File: config.mk
export PLATFORM = sky130hd
export DESIGN_NAME = seq_calc_core
export DESIGN_NICKNAME = d
export VERILOG_FILES = /design/src/rtl/seq_calc_core.sv
export SDC_FILE = /design/constraint.sdc
export NUM_CORES = 1
export LEC_CHECK = 0
export BUFFER_PORTS_ARGS = -buffer_cell sky130_fd_sc_hd__buf_2
export CAP_MARGIN = 30
export CORE_MARGIN = 2
export CORE_UTILIZATION = 34
export CTS_CLUSTER_SIZE = 28
export DETAILED_ROUTE_END_ITERATION = 7
export PLACE_DENSITY = 0.54
export SLEW_MARGIN = 5
export SYNTH_ARGS = -nofsm -noshare
export SYNTH_HDL_FRONTEND = slang
export SYNTH_SLANG_ARGS = --single-unit
File: constraint.sdc
create_clock -name clk -period 10.82 [get_ports clk]
set_input_delay 2.164 -clock clk [delete_from_list [all_inputs] [get_ports clk]]
set_output_delay 2.164 -clock clk [all_outputs]
set_load 0.02 [all_outputs]
File: src/rtl/seq_calc_core.sv
// seq_calc_core: multi-cycle calculator execution core.
// One decoded instruction is accepted per valid/ready handshake. Both operands
// come from the internal register file and the result is written back to rd.
// MUL runs as a shift-add sequencer and DIV/MOD as a restoring divider, each
// taking WIDTH iteration cycles. A one-cycle done pulse reports completion.
module seq_calc_core #(
  parameter int WIDTH = 16,
  parameter int REGS  = 16,
  localparam int RBITS = $clog2(REGS)
) (
  input  logic             clk,
  input  logic             reset,
  input  logic             in_valid,
  output logic             in_ready,
  input  logic [2:0]       op,
  input  logic [RBITS-1:0] rd,
  input  logic [RBITS-1:0] rs,
  input  logic [WIDTH-1:0] imm,
  output logic             done,
  output logic [WIDTH-1:0] result,
  output logic             neg,
  output logic             ovf,
  output logic             dbz,
  output logic             illegal,
  output logic             busy,
  input  logic [RBITS-1:0] dbg_addr,
  output logic [WIDTH-1:0] dbg_data
);

  localparam int CNTW = $clog2(WIDTH + 1);

  localparam logic [2:0] OP_ADD = 3'b000;
  localparam logic [2:0] OP_SUB = 3'b001;
  localparam logic [2:0] OP_MUL = 3'b010;
  localparam logic [2:0] OP_DIV = 3'b011;
  localparam logic [2:0] OP_LDI = 3'b100;
  localparam logic [2:0] OP_MOD = 3'b101;

  typedef enum logic [1:0] {
    S_IDLE,
    S_EXEC,
    S_ITER,
    S_DONE
  } state_t;

  state_t state_q, state_d;

  logic [WIDTH-1:0] regs [REGS];
  logic [WIDTH-1:0] rd_val, rs_val;

  logic [2:0]       op_q;
  logic [RBITS-1:0] rd_q;
  logic [WIDTH-1:0] a_q, b_q, imm_q;

  // Sequencer: upper half is the MUL accumulator / DIV remainder,
  // lower half is the MUL multiplier / DIV quotient.
  logic [2*WIDTH-1:0] acc_q, acc_step;
  logic [CNTW-1:0]    cnt_q;
  logic [WIDTH:0]     mul_sum, div_shift, div_diff;
  logic               div_ge;
  logic               seq_op;

  logic [WIDTH:0]   add_sum;
  logic [WIDTH-1:0] fin_result;
  logic             fin_neg, fin_ovf, fin_dbz, fin_ill, fin_we;
  logic             enter_done;

  logic [WIDTH-1:0] result_q;
  logic             neg_q, ovf_q, dbz_q, ill_q;

  assign result  = result_q;
  assign neg     = neg_q;
  assign ovf     = ovf_q;
  assign dbz     = dbz_q;
  assign illegal = ill_q;

  assign enter_done = (state_d == S_DONE);
  assign seq_op     = (op_q == OP_MUL) ||
                      (((op_q == OP_DIV) || (op_q == OP_MOD)) && (b_q != '0));

  // Register file reads; register 0 is hard-wired to zero on every port
  always_comb begin
    rd_val   = '0;
    rs_val   = '0;
    dbg_data = '0;
    if (rd != '0)       rd_val   = regs[rd];
    if (rs != '0)       rs_val   = regs[rs];
    if (dbg_addr != '0) dbg_data = regs[dbg_addr];
  end

  // FSM state register
  always_ff @(posedge clk) begin
    if (reset) state_q <= S_IDLE;
    else       state_q <= state_d;
  end

  // FSM next-state and handshake/status outputs
  always_comb begin
    state_d  = state_q;
    in_ready = 1'b0;
    busy     = 1'b1;
    done     = 1'b0;
    unique case (state_q)
      S_IDLE: begin
        in_ready = 1'b1;
        busy     = 1'b0;
        if (in_valid) state_d = S_EXEC;
      end
      S_EXEC: state_d = seq_op ? S_ITER : S_DONE;
      S_ITER: if (cnt_q == CNTW'(1)) state_d = S_DONE;
      S_DONE: begin
        done    = 1'b1;
        state_d = S_IDLE;
      end
      default: state_d = S_IDLE;
    endcase
  end

  // One sequencer step: shift-add for MUL, restoring subtract for DIV/MOD
  always_comb begin
    mul_sum   = {1'b0, acc_q[2*WIDTH-1:WIDTH]} + (acc_q[0] ? {1'b0, a_q} : '0);
    div_shift = {acc_q[2*WIDTH-1:WIDTH], acc_q[WIDTH-1]};
    div_diff  = div_shift - {1'b0, b_q};
    div_ge    = ~div_diff[WIDTH];
    if (op_q == OP_MUL)
      acc_step = {mul_sum, acc_q[WIDTH-1:1]};
    else if (div_ge)
      acc_step = {div_diff[WIDTH-1:0], acc_q[WIDTH-2:0], 1'b1};
    else
      acc_step = {div_shift[WIDTH-1:0], acc_q[WIDTH-2:0], 1'b0};
  end

  // Result, flags and write enable presented on the edge that enters DONE
  always_comb begin
    fin_result = result_q;
    fin_neg    = 1'b0;
    fin_ovf    = 1'b0;
    fin_dbz    = 1'b0;
    fin_ill    = 1'b0;
    fin_we     = 1'b0;
    add_sum    = {1'b0, a_q} + {1'b0, b_q};
    if (state_q == S_EXEC) begin
      case (op_q)
        OP_ADD: begin
          fin_result = add_sum[WIDTH-1:0];
          fin_ovf    = add_sum[WIDTH];
          fin_we     = 1'b1;
        end
        OP_SUB: begin
          if (b_q > a_q) begin
            fin_result = b_q - a_q;
            fin_neg    = 1'b1;
          end else begin
            fin_result = a_q - b_q;
          end
          fin_we = 1'b1;
        end
        OP_LDI: begin
          fin_result = imm_q;
          fin_we     = 1'b1;
        end
        OP_DIV, OP_MOD: begin
          if (b_q == '0) begin
            fin_result = '0;
            fin_dbz    = 1'b1;
            fin_we     = 1'b1;
          end
        end
        OP_MUL: ;
        default: fin_ill = 1'b1;
      endcase
    end else if (state_q == S_ITER) begin
      case (op_q)
        OP_MUL: begin
          fin_result = acc_step[WIDTH-1:0];
          fin_ovf    = |acc_step[2*WIDTH-1:WIDTH];
          fin_we     = 1'b1;
        end
        OP_DIV: begin
          fin_result = acc_step[WIDTH-1:0];
          fin_we     = 1'b1;
        end
        OP_MOD: begin
          fin_result = acc_step[2*WIDTH-1:WIDTH];
          fin_we     = 1'b1;
        end
        default: ;
      endcase
    end
  end

  // Instruction capture: operands are snapshotted at accept
  always_ff @(posedge clk) begin
    if (reset) begin
      op_q  <= '0;
      rd_q  <= '0;
      a_q   <= '0;
      b_q   <= '0;
      imm_q <= '0;
    end else if (in_valid && in_ready) begin
      op_q  <= op;
      rd_q  <= rd;
      a_q   <= rd_val;
      b_q   <= rs_val;
      imm_q <= imm;
    end
  end

  // Iterative sequencer: loaded in EXEC, stepped once per ITER cycle
  always_ff @(posedge clk) begin
    if (reset) begin
      acc_q <= '0;
      cnt_q <= '0;
    end else if ((state_q == S_EXEC) && (state_d == S_ITER)) begin
      acc_q <= (op_q == OP_MUL) ? {{WIDTH{1'b0}}, b_q} : {{WIDTH{1'b0}}, a_q};
      cnt_q <= CNTW'(WIDTH);
    end else if (state_q == S_ITER) begin
      acc_q <= acc_step;
      cnt_q <= cnt_q - CNTW'(1);
    end
  end

  // Register file write-back on the edge entering DONE; rd==0 is discarded
  always_ff @(posedge clk) begin
    if (reset) begin
      for (int i = 0; i < REGS; i++) regs[i] <= '0;
    end else if (enter_done && fin_we && (rd_q != '0)) begin
      regs[rd_q] <= fin_result;
    end
  end

  // Result and flags update together on every DONE and hold in between
  always_ff @(posedge clk) begin
    if (reset) begin
      result_q <= '0;
      neg_q    <= 1'b0;
      ovf_q    <= 1'b0;
      dbz_q    <= 1'b0;
      ill_q    <= 1'b0;
    end else if (enter_done) begin
      result_q <= fin_result;
      neg_q    <= fin_neg;
      ovf_q    <= fin_ovf;
      dbz_q    <= fin_dbz;
      ill_q    <= fin_ill;
    end
  end

endmodule
# Word-level counts from Yosys, hierarchy flattened
# Memory sizes are Yosys's and may differ from the RTL's.
# Cells that the tools add are included.
dict set report totals {
  inputBits 34
  register_bits 114
  wordCells 105
  memories 1
  mem_bits_rw 256
}
dict set report classes {
  order_cmp 1
  reduce_logical 24
  n_addsub 6
  n_eq_ne 11
  n_mux 48
}
# name depth width read_ports rd_ports_with_merged_regs write_ports line
set memory_table {}
lappend memory_table {regs 16 16 3 0 16 48} ;# logic [WIDTH-1:0] regs [REGS];
# operator n
set ops {}
lappend ops {{$mux 16} 10}
lappend ops {{$mux 32} 4}
lappend ops {{$pmux 16 s4} 1}
lappend ops {{$add 16x16->17} 2}
lappend ops {{$pmux 16 s2} 1}
lappend ops {{$reduce_or 16->1} 2}
lappend ops {{$sub 16x16->16} 2}
lappend ops {{$mux 1} 25}
lappend ops {{$sub 17x16->17} 1}
lappend ops {{$gt 16x16->1} 1}
lappend ops {{$logic_not 16->1} 1}
lappend ops {{$reduce_bool 16->1} 1}
lappend ops {{$reduce_bool 4->1} 4}
lappend ops {{$mux 5} 2}
lappend ops {{$eq 2x2->1 const B} 4}
lappend ops {{$pmux 2 s4} 1}
lappend ops {{$eq 3x2->1 const B} 2}
lappend ops {{$eq 3x3->1 const B} 2}
lappend ops {{$reduce_or 2->1} 3}
lappend ops {{$reduce_or 3->1} 2}
lappend ops {{$reduce_or 6->1} 1}
lappend ops {{$eq 5x1->1 const B} 1}
lappend ops {{$logic_and 1x1->1} 5}
lappend ops {{$sub 5x1->5 const B} 1}
lappend ops {{9 further kinds} 11}

# Longest topological paths before layout
# Gate-level depths: netlist of the first run.
dict set report logic_depth {
  depth_word 14
  mapped_depth 17
  mapped_depth_nobuf 14
}

# Worst setup path before layout of the first run
# OpenSTA, ideal clock, no wires.
dict set report synth_timing {
  kind {in2out}
  startpoint {in dbg_addr[0]}
  endpoint {out dbg_data[0]}
  arrival_ns 4.320
  slack_ns 4.336
  cell_stages 5
  n_path_buf 2
  cell_sequence {clkbuf_1 buf_1 mux4_2 mux4_2 nor2b_1}
}
dict set report synth_between {
  elab_chain_len 2
  word_cells_on_any_way 3
  classes_between {1 x mux; 1 x reduce/logical; 1 x memory}
}
# element line
set synth_lines {}
lappend synth_lines {{from (decl)} 26} ;# input logic [RBITS-1:0] dbg_addr,
lappend synth_lines {{$mem_v2 16x16 / $reduce_bool 4->1 (equally long branches)} --}
lappend synth_lines {{$mux 16 *} 88} ;# if (dbg_addr != '0) dbg_data = regs[dbg_addr];
lappend synth_lines {{to (decl)} 27} ;# output logic [WIDTH-1:0] dbg_data
# Every way passes the cells marked *; elsewhere a longest branch is shown, timed or not.

# Worst setup path after layout of the first run
dict set report layout_timing {
  startpoint {in dbg_addr[0]}
  endpoint {out dbg_data[15]}
}
# The elaborated chain is that of the path after synthesis.

==> results of run 1 <==
==> registers in the layout, indices dropped and copies added (netlist names) <==
| register | cells |
|---|---|
| a_q | 16 |
| acc_q | 32 |
| b_q | 16 |
| cnt_q | 5 |
| dbz | 1 |
| illegal | 1 |
| imm_q | 16 |
| neg | 1 |
| op_q | 3 |
| ovf | 1 |
| rd_q | 4 |
| regs | 256 |
| result | 16 |
| state_q | 2 |
==> synth_stat cells, types with 31 or more instances <==
cell type and count:
sky130_fd_sc_hd__a211oi_1 42, sky130_fd_sc_hd__a21oi_1 126, sky130_fd_sc_hd__a22oi_1 33, sky130_fd_sc_hd__buf_1 32, sky130_fd_sc_hd__clkbuf_1 116, sky130_fd_sc_hd__dfxtp_1 114
sky130_fd_sc_hd__edfxtp_1 256, sky130_fd_sc_hd__ha_1 85, sky130_fd_sc_hd__inv_1 69, sky130_fd_sc_hd__mux2i_1 31, sky130_fd_sc_hd__mux4_2 240, sky130_fd_sc_hd__nand2_1 173
sky130_fd_sc_hd__nor2_1 408, sky130_fd_sc_hd__o21ai_0 53
==> final cells by class <==
| class | count | area (um2) |
|---|---|---|
| multi-input combinational | 1649 | 13900 |
| tap | 959 | 1200 |
| sequential | 370 | 9970 |
| fill | 7077 | 45000 |
| clock buffer | 57 | 1210 |
| inverter | 69 | 259 |
| clock inverter | 22 | 270 |
| timing repair buffer | 115 | 764 |
==> how the worst max path moves through the flow <==
stage,slack (ns),end
after floorplan,4.34,dbg_data[0]
after CTS,3.82,dbg_data[15]
after detailed placement,3.82,dbg_data[15]
final,4.17,dbg_data[15]
after global placement,3.92,dbg_data[15]
after global routing,4.05,dbg_data[15]
==> critical path, cell delays in order <==
cell and delay (ns):
sky130_fd_sc_hd__buf_4 0.24, sky130_fd_sc_hd__buf_4 0.27, sky130_fd_sc_hd__buf_16 0.30, sky130_fd_sc_hd__mux4_2 0.57, sky130_fd_sc_hd__mux4_2 0.53, sky130_fd_sc_hd__nor2b_1 0.17
sky130_fd_sc_hd__buf_2 0.20
==> placed cells by master, fill, tap and decap left out, types with 21 or more instances in the layout <==
cell	netlist	final
sky130_fd_sc_hd__nor2_1	408	406
sky130_fd_sc_hd__o21ai_0	53	53
sky130_fd_sc_hd__and2_1	24	24
sky130_fd_sc_hd__dfxtp_1	114	114
sky130_fd_sc_hd__a21oi_1	126	126
sky130_fd_sc_hd__ha_1	85	84
sky130_fd_sc_hd__clkbuf_16	0	44
sky130_fd_sc_hd__nand3_1	30	30
sky130_fd_sc_hd__nor2b_1	28	28
sky130_fd_sc_hd__a211oi_1	42	42
sky130_fd_sc_hd__nand2_1	173	171
sky130_fd_sc_hd__buf_4	5	39
sky130_fd_sc_hd__nand2b_1	24	24
sky130_fd_sc_hd__xnor2_1	21	21
sky130_fd_sc_hd__mux4_2	240	240
sky130_fd_sc_hd__mux2i_1	31	31
sky130_fd_sc_hd__edfxtp_1	256	256
sky130_fd_sc_hd__inv_1	69	69
sky130_fd_sc_hd__buf_2	20	69
sky130_fd_sc_hd__a22oi_1	33	33
==> routing by layer <==
| metal | global-route usage [%] | up-vias | part of all wire, % |
|---|---|---|---|
| met2 | 35.3 | 1103 | 45 |
| met3 | 4.05 | 141 | 8.8 |
| met1 | 32.4 | 9991 | 43 |
| met4 | 7.67 | 0 | 3.3 |
| li1 | - | 8526 | - |
| met5 | 0 | - | 0 |
==> power groups by stage <==
stage	sequential [W]	clock, W	combinational (W)
finish	0.00189	0.00154	0.00335
global placement	0.00191	0	0.00326
global route	0.00191	0.00161	0.00359
CTS	0.00188	0.00157	0.00329
floorplan	0.00182	0	0.00228
detailed placement	0.00191	0	0.00328
==> cells by family (layout without fill, tap and decap cells) <==
logic type / count (synthesis) / count (layout)
AND/OR/NAND/NOR: 770 / 770
AO/OA/AOI/OAI: 452 / 452
flip-flops: 370 / 370
multiplexers: 280 / 280
buffers and inverters: 249 / 263
adder cells (fa/ha/maj): 90 / 90
XOR/XNOR: 41 / 41
other: 1 / 16
==> metrics by stage <==
stage	instances	hold WS, ns
2_1_floorplan	2268	0.436
3_3_place_gp	3153	0.441
3_5_place_dp	3156	0.443
4_1_cts	3235	0.449
5_1_grt	3241	0.462
6_report	3241	0.445
==> results.md, run 1 <==
Outcome:
- The flow ran to the end, and the final reports show no timing, DRC or antenna violations.

Timing:
- The portion of the clock cycle consumed by the worst path in the final layout is 61.4%.
- In the final timing run, aggregate negative setup slack is 0 ns.
- The setup violation total in the final timing report is 0.
- The count of final hold-check violations is 0.
- The measured slew at the worst slew-check pin is 1.11 ns.
- The worst setup margin is 4.17 ns.
- The worst slew margin relative to its limit is 26.2%.
- Counting I/O delays and the setup requirement, the final critical path takes 6.65 ns.
- Clock skew on the completed layout was measured at 0.0237 ns.
- The peak clock frequency supported by timing is 150 MHz.
- The final number of max-transition violations is 0.
- Setup repair after global routing left no endpoint under its margin.

Worst hold path:
- The class of the most critical hold timing path is reg2reg.
- The worst hold path terminates at illegal.
- The number of stages on the worst hold path is 2.
- The start point of the worst min-delay path is illegal.

Detailed routing:
- After detailed routing, the number of remaining DRC violations is 0.
- Wires add up to 86500 um.
- The first TritonRoute pass finished after 7 iterations.
- The violation count after the first detailed-route iteration is 2383.
- The via-per-instance ratio is 6.10.
- In this run the remaining antenna-violating nets after routing total 0.
- The overall via count from detail_route is 19800.
- Dividing the detail-routed wire length by the instance count gives 26.7 um.

Synthesis:
- Summing the areas of all xor and xnor instances in the mapped netlist gives 1.45% of the synthesized area.
- The sequential fraction of the synthesis area is 40.1%.
- After synthesis, the cell types taking the most area are sky130_fd_sc_hd__edfxtp_1 (31%), sky130_fd_sc_hd__mux4_2 (22%), sky130_fd_sc_hd__dfxtp_1 (9.2%), sky130_fd_sc_hd__nor2_1 (6.2%), sky130_fd_sc_hd__ha_1 (4.3%).
- The share of synthesized area spent on multiplexers is 23.4%.
- The async set or reset register ratio after synthesis is 0%.
- The number of unique standard cell types used by synthesis is 88.
- The dominant combinational cell family by area after synthesis is multiplexers.
- Among all flip-flop cells after synthesis, the most frequent one is sky130_fd_sc_hd__edfxtp_1.
- Summing the areas of all compound-gate instances in the mapped netlist gives 12.7% of the synthesized area.
- The number of warnings printed during yosys synthesis is 0.
- Of the post-synthesis cell area, the dominant cell type holds 30.9%.
- The cell area that synthesis handed to floorplanning was 24800 um2.
- The post-synthesis cell type with the largest combined area is sky130_fd_sc_hd__edfxtp_1.
- In the synthesized netlist, the number of instances is 2253.
- The number of synthesized flops with an enable pin is 256.
- The mean instance size in the synthesized netlist is 11.0 um2.
- The adder-cell share of the synthesized area is 4.68%.
- After Yosys synthesis, and, or, nand and nor cells account for 13.5% of the synthesized area.
- Counting flops and latches in the post-synthesis netlist gives 370.

Placed design:
- At the end of routability-driven placement, the weighted congestion stood at 0.966.
- In this run the cell area measured after placement is 26000 um2.
- The count of port buffers added during placement is 72.
- The worst slack after detailed placement is 3.82 ns.
- The sum of net half-perimeters after detailed placement is 64000 um.

Layout:
- The post-route netlist has 20.7% of its cells at a drive strength greater than 1.
- The total inserted antenna cells is 0.
- The final standard cell area without fillers is 27600 um2.
- The number of nets in the layout is 2372.
- The final design utilization is 38.0%.
- The growth of design area from synthesis to finish is 11.2%.

Setup path:
- The critical path startpoint category is an input port.
- STA classifies the critical path endpoint as an output port.
- The data required time of the worst path is 8.66 ns.
- Across all register-to-register paths, the minimum setup slack is 5.05 ns.
- The worst setup path is of the in2out kind.
- The startpoint identified for the worst register-to-register timing path is state_q[0].
- The endpoint identified for the worst register-to-register timing path is regs[11][10].
- The number of cells on the worst reg-to-reg path is 14.
- Along the worst path, the maximum fanout reaches 46.
- In this run the worst setup path begins at dbg_addr[0].
- At the worst endpoint, the arrival time is 4.48 ns.

Floorplanning:
- The die covers 75200 um2.
- The height of the die is 274 um.
- The initial utilization of the core area, before any placement, comes to 34.2%.
- After floorplanning, the core was divided into 99 placement rows.
- The die is 274 um wide.
- The number of placed I/O pins is 73.
- The floorplan step defined a core boundary enclosing 72600 um2.

Pwr:
- Net switching is 44.7% of the power.
- The power density normalized to cell area is 246 nW/um2.
- Registers are responsible for 27.9% of the overall power.
- Across the VDD grid, the largest voltage drop is 212 uV.
- In this run the static leakage power is 9.77 nW.
- The internal cell power is 0.00375 W.
- The clock share of power is 22.7%.
- The switching component of the power is 0.00304 W.
- The power consumption is 0.00679 W.
- The share of total power in combinational logic is 49.4%.

Clock tree:
- In this run the post-CTS setup repair buffer count came out at 0.
- The CTS clock-pin slew for the worst setup and hold paths is 0.05 ns.
- The hold buffer count at CTS is 0.
- The TritonCTS clock tree is done.
- Counting the buffers created by CTS gives 43.
- The clock passes through at most 3 buffers.
- The post-cts repair resize count is 0.
- The H-tree was split into 2 levels.
- At the later pin of the worst-skew pair, clock insertion delay measures 0.58 ns.
- In this run the clock root is driven by a sky130_fd_sc_hd__clkbuf_16.
- The number of sinks driven by the clock tree is 370.

GRT:
- The global-route wire length before repair is 129000 um.
- The number of global-route vias before repair is 19200.
- The number of antenna violations at the first check in global routing is 0.
- Entering global routing, the biggest net connects 67 pins.
- The total grt overflow is 0.
- The combined global-route utilization of all metal layers is 22.9%.

Job:
- The max capacitance violation total is 0.
Power figures use the tool's default switching activity.
==> inputs of run 2 (changes only) <==
Clock period 10.82 ns to 6.95 ns, I/O delays scaled along.
==> results.md, run 2 (synthesis results as in run 1) <==
Clock tree:
- The number of sinks driven by the clock tree came to 370 (unchanged).
- The CTS clock-pin slew for the worst setup and hold paths is 0.06 ns (about the same).
- The count of buffers added by post-CTS timing repair for setup came to 0 (unchanged).
- The insertion delay of the later-clocked pin in the worst-skew pair is 0.58 ns (about the same).
- The number of buffers added by the clock tree synthesis step was 41 (-4.7%).
- The hold buffer count at CTS was 0 (unchanged).
- The worst-case clock buffer depth is 3 (unchanged).
- The post-cts repair resize count came to 0 (unchanged).
- The depth of the CTS H-tree was 2 (unchanged).
- The cell sitting at the root of the clock tree is a sky130_fd_sc_hd__clkbuf_16.
- The TritonCTS clock tree is done.

Timing:
- The final-layout setup total negative slack is 0 ns (unchanged).
- The worst slew margin relative to its limit is 25.6% (-0.63 points).
- The count of final hold-check violations is 0 (unchanged).
- The setup violation total in the final timing report is 0 (unchanged).
- The minimum clock period is 5.40 ns.
- Of the available clock period, the critical path in the final layout requires 77.6%.
- The setup skew after layout is 0.0170 ns (-0.00667 ns).
- Derived from the worst setup path, the maximum achievable clock frequency is 185 MHz.
- Setup repair after global routing left no endpoint under its margin.
- The measured slew at the worst slew-check pin was 1.12 ns (+0.00939 ns).
- The final number of max-transition violations is 0 (unchanged).
- The worst setup margin is 1.55 ns (-2.62 ns).

Placed design:
- The count of port buffers added during placement is 72 (unchanged).
- The last weighted congestion value of the routability-driven placer is 0.948 (-1.9%).
- The total cell area at the placement stage is 26400 um2 (+1.2%).
- The worst slack after detailed placement is 1.56 ns (-2.26 ns).
- The sum of net half-perimeters after detailed placement is 63800 um (-0.29%).

Setup path:
- The maximum fanout along the worst path was 34 (-26%).
- The critical path startpoint category is an input port.
- The last element of the critical path is dbg_data[11].
- The cell family contributing the most delay on the critical path is buffers and inverters.
- The worst register-to-register path begins at b_q[0].
- The number of cells on the worst reg-to-reg path is 13 (-1).
- The number of gates on the worst path with buffers counted is 6 (-1).
- The count of buffer and inverter cells on the critical path came to 3 (-1).
- The flop-to-flop setup slack is 1.80 ns (-3.25 ns).
- Walking the worst path, the cells encountered are buf_2 -> buf_4 -> mux4_2 -> mux4_2 -> nor2b_1 -> buf_2.
- In this run the worst setup path begins at dbg_addr[1].
- The delay of the slowest critical-path stage is 0.73 ns (+0.16 ns).
- The type of the worst setup path is in2out.
- The largest individual stage delay along the critical path comes from the cell sky130_fd_sc_hd__buf_2.
- The worst setup path is captured at an output port.
- The data required time of the worst path is 5.56 ns (-3.10 ns).
- The endpoint identified for the worst register-to-register timing path is regs[11][2].
- The worst path arrival time was 4.01 ns (-0.47 ns).

Layout:
- The final design utilization is 38.3% (+0.23 points).
- From synthesis to final layout, the design area changed by 11.9%.
- The most common cell after layout, fill and taps aside is sky130_fd_sc_hd__nor2_1.
- The number of flip-flops under the largest register name came to 256 (unchanged).
- The filler cell count in the final layout is 7132 (+0.78%).
- The final standard cell area without fillers came to 27800 um2 (+0.62%).
- The library cells used most frequently in the layout, excluding fill and tap cells, are sky130_fd_sc_hd__nor2_1 (406), sky130_fd_sc_hd__edfxtp_1 (256), sky130_fd_sc_hd__mux4_2 (240).
- The total inserted antenna cells came to 0 (unchanged).
- The number of nets in the layout is 2402 (+1.3%).
- The largest registers in the layout are regs x256, acc_q x32.
- Counting flops per register, the top entry is regs.
- The layout cell share with drive strength beyond 1 is 21.4% (+0.68 points).

Detailed routing:
- The overall via count from detail_route is 19900 (+0.87%).
- The post-detailed-route DRC marker count is 0 (unchanged).
- The via-per-instance ratio is 6.10 (about the same).
- The first-pass detailed-route iteration total is 6 (-1).
- The aggregate routed wire length is 90700 um (+4.8%).
- The violation count after the first detailed-route iteration is 2470 (+3.7%).
- The remaining number of nets flagged by the antenna check after routing came to 0 (unchanged).
- The average routed wire per standard cell came to 27.8 um (+4.0%).

Floorplanning:
- The area of the core is 72600 um2 (unchanged).
- The starting density of the core is 34.2% (unchanged).
- The die width is 274 um (unchanged).
- The number of placed I/O pins was 73 (unchanged).
- The height of the die came to 274 um (unchanged).
- The total die area is 75200 um2 (unchanged).
- The row count is 99 (unchanged).

Worst hold path:
- The tightest min-delay check is of the reg2reg type.

GRT:
- The number of global-route vias before repair is 19500 (+1.5%).
- The global-route wire length before repair is 134000 um (+3.4%).
- The number of antenna violations at the first check in global routing is 0 (unchanged).
- The combined global-route utilization of all metal layers is 24.0% (+1.1 points).
- The total grt overflow came to 0 (unchanged).
- The largest net degree at the start of global routing is 60 (-10%).

Outcome:
- The run finished with clean final reports.

Pwr:
- The leakage power total is 9.88 nW (+1.1%).
- The power density normalized to cell area was 377 nW/um2 (+53%).
- The worst ir drop on vdd is 300 uV (+41%).

Job:
- The max capacitance violation total is 0 (unchanged).
run 2: cell types whose count changed in the layout (fill, tap and decap cells not counted), sizes merged:
cell | before | now
clkinv | 14 | 9
buf | 115 | 147
clkbuf | 57 | 56
run 2: cell type report:
class,count,area [um2],share of cell area [%]
Tap cell,959,1200,4.32
Clock buffer,56,1140,4.12
Inverter,69,259,0.932
Multi-Input combinational cell,1649,13900,50.1
Timing Repair Buffer,147,1060,3.81
Clock inverter,17,231,0.833
Sequential cell,370,9970,35.9
run 2: worst min path at each step:
stage,from,to,slack (ns),depth (start not counted)
floorplan,imm_q[15],imm_q[15],0.44,2
global placement,illegal,illegal,0.44,2
detailed placement,neg,neg,0.44,2
CTS,neg,neg,0.45,2
global route,neg,neg,0.46,2
finish,neg,neg,0.45,2
run 2: stage by stage:
step	hold slack (ns)	cells	power, W
floorplan	0.436	2268	0.00638
global placement	0.435	3180	0.00802
detailed placement	0.445	3190	0.00810
CTS	0.451	3263	0.0104
global route	0.462	3267	0.0110
finish	0.447	3267	0.0105
run 2: tightest hold or removal path: cells and delay by family (launching register included):
family | cells | cell delay (ns)
AOI/OAI and AO/OA | 1 | 0.05
DFF | 1 | 0.30
and+or+nand+nor | 1 | 0.05
run 2: power breakdown:
group	switching (W)	internal (W)	total, W
clock network	0.000951	0.00134	0.00229
registers	0.000343	0.00258	0.00292
logic	0.00340	0.00186	0.00526
run 2: layer usage:
layer | vias to the layer above | share of wire (%) | GRT usage, %
met4 | 0 | 4.4 | 10.4
met1 | 10100 | 40 | 31.8
met5 | - | 0 | 0
li1 | 8591 | - | -
met3 | 192 | 8.3 | 3.69
met2 | 1053 | 47 | 39.1
